===== config.mk =====
export PLATFORM = sky130hd
export DESIGN_NAME = line_window_buffer
export DESIGN_NICKNAME = d
export VERILOG_FILES = /design/src/rtl/lwb_pkg.sv /design/src/rtl/lwb_line_mem.sv /design/src/rtl/line_window_buffer.sv
export SDC_FILE = /design/constraint.sdc
export NUM_CORES = 1
export LEC_CHECK = 0
export CAP_MARGIN = 10
export CORE_MARGIN = 2
export CORE_UTILIZATION = 30
export CTS_CLUSTER_DIAMETER = 40
export DETAILED_ROUTE_END_ITERATION = 10
export GPL_TIMING_DRIVEN = 0
export PLACE_DENSITY_LB_ADDON = 0.15
export SKIP_CTS_REPAIR_TIMING = 1
export SYNTH_ARGS = -nofsm -noshare
export SYNTH_HDL_FRONTEND = slang
export SYNTH_HIERARCHICAL = 1
export SYNTH_SLANG_ARGS = --single-unit

===== constraint.sdc =====
create_clock -name clk -period 8.5 [get_ports clk]
set_input_delay 2.55 -clock clk [delete_from_list [all_inputs] [get_ports clk]]
set_output_delay 2.55 -clock clk [all_outputs]
set_load 0.01 [all_outputs]

===== src/rtl/lwb_pkg.sv =====
// Shared helpers for the line window buffer: counter-width functions used to
// size the x/y coordinate ports and the line-memory address.
package lwb_pkg;

  // Width of a counter spanning 0..n-1, never narrower than one bit.
  function automatic int X_W(input int img_w);
    return (img_w > 1) ? $clog2(img_w) : 1;
  endfunction

  function automatic int Y_W(input int img_h);
    return (img_h > 1) ? $clog2(img_h) : 1;
  endfunction

endpackage


===== src/rtl/lwb_line_mem.sv =====
// One image line of storage: synchronous write, combinational read that
// returns the old word when reading and writing the same address.
module lwb_line_mem
  import lwb_pkg::*;
#(
  parameter int DEPTH = 64,
  parameter int WIDTH = 8,
  parameter int AW    = X_W(DEPTH)
) (
  input  logic             clk,
  input  logic             we_i,
  input  logic [AW-1:0]    addr_i,
  input  logic [WIDTH-1:0] wdata_i,
  output logic [WIDTH-1:0] rdata_o
);

  logic [WIDTH-1:0] mem_q [DEPTH];

  // NOTE: line storage is deliberately not reset; stale words are masked by
  // the top level, and a reset here would forbid mapping onto RAM.
  always_ff @(posedge clk) begin
    if (we_i) mem_q[addr_i] <= wdata_i;
  end

  assign rdata_o = mem_q[addr_i];

endmodule


===== src/rtl/line_window_buffer.sv =====
// Streaming column generator over ROWS-1 stored lines. Define
// LWB_BORDER_REPLICATE_EN to emit top-border rows by replicating row 0.
module line_window_buffer
  import lwb_pkg::*;
#(
  parameter int IMG_W = 64,
  parameter int IMG_H = 64,
  parameter int PIX_W = 8,
  parameter int ROWS  = 3
) (
  input  logic                    clk,
  input  logic                    reset,
  input  logic [PIX_W-1:0]        in_msg,
  input  logic                    in_val,
  output logic                    in_rdy,
  output logic [ROWS*PIX_W-1:0]   out_msg,
  output logic                    out_val,
  input  logic                    out_rdy,
  output logic [X_W(IMG_W)-1:0]   out_x,
  output logic [Y_W(IMG_H)-1:0]   out_y,
  output logic                    out_sof,
  output logic                    out_eol
);

  localparam int XW = X_W(IMG_W);
  localparam int YW = Y_W(IMG_H);
  localparam logic [XW-1:0] X_LAST = XW'(IMG_W - 1);
  localparam logic [YW-1:0] Y_LAST = YW'(IMG_H - 1);

  // Slot 0 is the incoming pixel, slot ROWS-1 the oldest row.
  typedef logic [ROWS-1:0][PIX_W-1:0] col_t;

  logic [XW-1:0]    x_q, x_d;
  logic [YW-1:0]    y_q, y_d;
  logic [PIX_W-1:0] rd [ROWS-1];
  col_t             col_raw, col;
  logic             accept, emit, sof_d, eol_d;

  col_t             out_msg_q;
  logic             out_val_q, out_sof_q, out_eol_q;
  logic [XW-1:0]    out_x_q;
  logic [YW-1:0]    out_y_q;

  assign in_rdy = !out_val_q || out_rdy;
  assign accept = in_val && in_rdy;

  // Each line reads the pixel above at x and takes the one below it on accept.
  for (genvar k = 0; k < ROWS - 1; k++) begin : g_line
    lwb_line_mem #(
      .DEPTH(IMG_W),
      .WIDTH(PIX_W),
      .AW   (XW)
    ) u_mem (
      .clk    (clk),
      .we_i   (accept),
      .addr_i (x_q),
      .wdata_i(col_raw[k]),
      .rdata_o(rd[k])
    );
  end

  always_comb begin
    col_raw[0] = in_msg;
    for (int k = 1; k < ROWS; k++) col_raw[k] = rd[k-1];
  end

`ifdef LWB_BORDER_REPLICATE_EN
  // Slots above the frame's first row copy their lower neighbour, so row 0
  // propagates upward.
  always_comb begin
    col = col_raw;
    for (int k = 1; k < ROWS; k++) begin
      if (YW'(k) > y_q) col[k] = col[k-1];
    end
  end

  assign emit  = accept;
  assign sof_d = (x_q == '0) && (y_q == '0);
`else
  localparam logic [YW-1:0] Y_FIRST = YW'(ROWS - 1);

  assign col   = col_raw;
  assign emit  = accept && (y_q >= Y_FIRST);
  assign sof_d = (x_q == '0) && (y_q == Y_FIRST);
`endif

  assign eol_d = (x_q == X_LAST);

  // NOTE: next-state defaults come first so every path assigns x_d/y_d and
  // no latch is inferred.
  always_comb begin
    x_d = x_q;
    y_d = y_q;
    if (accept) begin
      if (x_q == X_LAST) begin
        x_d = '0;
        y_d = (y_q == Y_LAST) ? '0 : y_q + 1'b1;
      end else begin
        x_d = x_q + 1'b1;
      end
    end
  end

  always_ff @(posedge clk) begin
    if (reset) begin
      x_q       <= '0;
      y_q       <= '0;
      out_val_q <= 1'b0;
      out_msg_q <= '0;
      out_x_q   <= '0;
      out_y_q   <= '0;
      out_sof_q <= 1'b0;
      out_eol_q <= 1'b0;
    end else begin
      x_q <= x_d;
      y_q <= y_d;
      if (accept) begin
        out_val_q <= emit;
        if (emit) begin
          out_msg_q <= col;
          out_x_q   <= x_q;
          out_y_q   <= y_q;
          out_sof_q <= sof_d;
          out_eol_q <= eol_d;
        end
      end else if (out_rdy) begin
        out_val_q <= 1'b0;
      end
    end
  end

  assign out_msg = out_msg_q;
  assign out_val = out_val_q;
  assign out_x   = out_x_q;
  assign out_y   = out_y_q;
  assign out_sof = out_sof_q;
  assign out_eol = out_eol_q;

endmodule

Yosys cells after proc, flatten, opt, wreduce, memory -nomap -nowiden
Memory sizes are Yosys's and may differ from the RTL's. A register that Yosys moved wholly into a read port is not among the register bits.
Cells that the tools add are included.
- bits in registers: 43
- memories: 2
- logic and storage cells: 34
- bits of input ports: 12
- output and inout bits: 40
- memory bits (writable): 1024
- order comparisons: 1
- multiplexer cells: 8
- reduce and logical (&&, ||, !) cells: 9
- add/sub/neg operators: 2
- equality and inequality tests: 3
- memories (name ; depth ; bits a word ; read ports ; clocked after Yosys merged registers in ; wr ports ; RTL line ; text):
    g_line[0].u_mem.mem_q ; 64 ; 8 ; 1 ; 1 ; 1 ; lwb_line_mem.sv:17 ; logic [WIDTH-1:0] mem_q [DEPTH];
    g_line[1].u_mem.mem_q ; 64 ; 8 ; 1 ; 1 ; 1 ; lwb_line_mem.sv:17 ;
- operators by type and width (operator ; count):
    2-to-1 mux 6 bit ; 4
    adder 6 x 1 -> 6 bit, second input constant ; 2
    == test 6 bit, second input constant ; 2
    == test 6 x 2 -> 1 bit, second input constant ; 1
    >= comparator 6 x 2 -> 1 bit, second input constant ; 1
    zero test 6 bit ; 1
    2-to-1 mux 1 bit ; 4
    AND reduction 2 bit ; 2
    logical AND 1 bit ; 3
    nonzero test 2 bit ; 1
    zero test 1 bit ; 1
    logical OR 1 bit ; 1

Depth between registers and ports, before layout
- depth in word-level cells: 5
- depth in mapped cells: 12
- mapped depth without buffers: 7

By module
The synthesis kept the hierarchy.
- by module, submodules not included (module ; times used ; cells each ; area an instance (sq um) ; sequential area each (sq um)):
    lwb_line_mem ; 2 ; 1163 ; 20289.5 ; 15374.7
    line_window_buffer ; 1 ; 251 ; 2033.2 ; 1021.0

Worst setup path before layout
OpenSTA, ideal clock, no wires.
- path type: input to output
- start: input out_rdy
- end: output in_rdy
- stages: 2
- arrival: 2838 ps
- required time: 5950 ps
- slack: 3112 ps
- buffers on the path: 1
- path through: nand2b_1 > buf_2
- word-level cells in the longest chain between the ends: 1
- RTL lines (element ; RTL line ; text):
    start: declaration ; line_window_buffer.sv:18 ; input logic out_rdy,
    logical OR 1 bit ; line_window_buffer.sv:44 ; assign in_rdy = !out_val_q || out_rdy;
    end: declaration ; line_window_buffer.sv:15 ; output logic in_rdy,
No other way between the ends.

Worst setup path after layout
Same ends and word-level chain as after synthesis.

==> run_results.csv <==
group,metric,value,unit
timing,rsz0062_at_grt,"no",
clock_network,clk_pin_slew,50,ps
drt,drc_errors,0,
setup_path,endpoint_kind,"output pin",
setup_path,reg2reg_depth,10,
yosys,syn_inst,2577,
floorplan,start_util,0.302,
global_route,grt_usage,0.197,
layout,final_nets,2821,
timing,worst_pin_slew,1240,ps
setup_path,crit_family,"buffers and inverters",
timing,fin_skew,54.8,ps
timing,max_freq,155,MHz
layout,syn_to_final_growth,20.0,%
floorplan,rows,138,
timing,setup_ws,2070,ps
floorplan,die-height,381,microns
yosys,synth_area,42600,sq um
global_route,grt_overflow_total,0,
global_route,antenna_found_initial,0,
floorplan,dieArea,145000,sq um
job,maxCapViolCount,0,
yosys,ys.warnings.count,6,
setup_path,arrival,3880,ps
clock_network,cts.sinks,1075,
placement,port_buffers,50,
yosys,synth.distinct_cells,62,
worst_hold_path,worstHoldPathCells,2,
global_route,grt_max_degree,66,
drt,wl,145000,microns
placement,dp_slack,1930,ps
drt,drt_iter0_drc,2827,
setup_path,slowest_delay,580,ps
drt,antenna_left,0,
timing,setup_violations,0,
placement,hpwlAfterDp,97800,microns
worst_hold_path,min_path_type,"reg2reg",
setup_path,crit_fanout,10,
power_and_ir_drop,p_per_area,258,nW/um^2
setup_path,worstPathRequired,5950,ps
clock_network,numCtsBuffers,155,
drt,wire_per_inst,30.0,microns
yosys,ys.flop_type,"edfxtp_1",
placement,place_area,45900,sq um
clock_network,htree_levels,4,
yosys,syn_nets,2593,
setup_path,path_class,"in2out",
yosys,post_synth.cell_area_avg,16.5,sq um
global_route,grt_pass1_wl,201000,microns
setup_path,crit_chain,"clkdlybuf4s50_1 -> nand2b_1 -> buf_2 -> clkdlybuf4s50_1",
setup_path,path_buf_inv,3,
power_and_ir_drop,p_leak,0.0159,uW
layout,stdcell_area,51100,sq um
timing,slew_viol_final,0,
timing,relSlewSlack,0.171,
setup_path,cp.depth,4,
yosys,seq_area_frac_synth,0.746,
drt,vias,25775,
layout,final_common_cell,"edfxtp_1",
clock_network,cts_tree,"yes",
clock_network,root_buffer,"clkbuf_16",
global_route,grt_pass1_vias,25844,
yosys,synth_edf_count,1024,
drt,via_per_inst,5.35,
setup_path,setup.worst_path.start_class,"primary input",
layout,layout-drive-gt1-share,0.164,
floorplan,core,141000,sq um
floorplan,ioPinCount,52,
drt,drt-pass1-iter-count,6,
timing,fin_crit_sh,0.757,
layout,mostFrequentLayoutCells,"1024 x edfxtp_1, 171 x nand2_1, 170 x nor2_1",
placement,gp_congestion,0.915,
power_and_ir_drop,ir_drop,228,uV
yosys,synth_seq_cells,1075,
clock_network,clockBufferDepth,3,
setup_path,cpMostUsedCell,"clkdlybuf4s50_1",
setup_path,crit_slowest_cell,"clkdlybuf4s50_1",
timing,hold_viol_final,0,
timing,period_minus_slack,6430,ps
run_status,status,"finished, final reports clean",
yosys,ys_async_sr_fraction,0,
clock_network,insertion_delay,780,ps
floorplan,die_w,381,microns
[path summary, 6_finish.rpt]
path                       startpoint                                     end  slack, ps
min          out_msg[10]$_SDFFE_PP0P_                out_msg[10]$_SDFFE_PP0P_        450
min reg2reg  out_msg[10]$_SDFFE_PP0P_                out_msg[10]$_SDFFE_PP0P_        450
max reg2reg       x_q[0]$_SDFFE_PP0P_  g_line[1].u_mem/mem_q[29][2]$_DFFE_PP_       2950
max                           out_rdy                                  in_rdy       2070
[report_power, final]
| part | switching [uW] | leakage (uW) | internal, uW |
|---|---|---|---|
| combinational | 574 | 0.00376 | 221 |
| sequential | 9.38 | 0.00963 | 5900 |
| clock | 2510 | 0.00253 | 3980 |
| total | 3090 | 0.0159 | 10100 |
[synth_stat cells (22+ instances only)]
cell / instances / area share
a21oi_1: 101 / 0.012
a221o_1: 22 / 0.0052
a221oi_1: 42 / 0.0086
a22oi_1: 81 / 0.014
a31oi_1: 32 / 0.0047
and3_1: 22 / 0.0032
buf_2: 67 / 0.0079
clkbuf_1: 79 / 0.0070
dfxtp_1: 51 / 0.024
edfxtp_1: 1024 / 0.72
mux2i_1: 126 / 0.030
mux4_2: 82 / 0.043
nand2_1: 171 / 0.015
nand2b_1: 50 / 0.0073
nand3_1: 23 / 0.0027
nand3b_1: 24 / 0.0042
nor2_1: 170 / 0.015
o22a_1: 22 / 0.0045
o22ai_1: 44 / 0.0065
[layer usage]
layer / track usage / share of wire / vias up
li1: - / - / 10845
met1: 0.256 / 0.41 / 13539
met2: 0.322 / 0.48 / 1110
met3: 0.0403 / 0.069 / 281
met4: 0.0769 / 0.041 / 0
met5: 0 / 0 / -
[cell type report]
type | instances | area, sq um
clock buffers | 167 | 3920
flip-flops and latches | 1075 | 31800
inverters | 12 | 45.0
diodes | 1 | 2.50
repair buffers | 71 | 861
clock inverters | 114 | 1370
fillers | 13392 | 90100
plain buffers | 178 | 872
multi-input cells | 1312 | 9940
well taps | 1890 | 2360
[state kept, by name, summed over array words and instances (netlist names)]
name,cells
g_line.u_mem/mem_q,1024
out_sof,1
out_val,1
x_q,6
out_eol,1
y_q,6
out_y,6
out_msg,24
out_x,6
[worst min-delay path, stage by stage (launching register included)]
cell and delay, ps:
dfxtp_1 300, nand2_1 50, a21oi_1 50
[metrics by stage]
step | power, uW | cells | setup TNS (ps) | hold WS [ps] | utilization
floorplan | 6380 | 2577 | 0 | 462 | -
global placement | 6790 | 4517 | -2660 | 449 | 0.322
detailed placement | 6810 | 4538 | 0 | 448 | 0.325
CTS | 13300 | 4819 | 0 | 455 | 0.362
global route | 13600 | 4819 | 0 | 476 | 0.362
finish | 13200 | 4820 | 0 | 454 | 0.362
[logic make-up (layout without fill, tap and decap cells)]
| logic type | count (synthesis) | in the layout | synth area share |
|---|---|---|---|
| flops | 1075 | 1075 | 0.746 |
| simple gates | 570 | 570 | 0.0661 |
| compound gates | 504 | 504 | 0.0859 |
| mux | 232 | 232 | 0.0793 |
| buf+inv | 190 | 542 | 0.0215 |
| fa+ha+maj | 4 | 4 | 0.00117 |
| xor+xnor | 2 | 2 | 0.000411 |
| other cells | 0 | 1 | 0 |
Power figures use the tool's default switching activity.
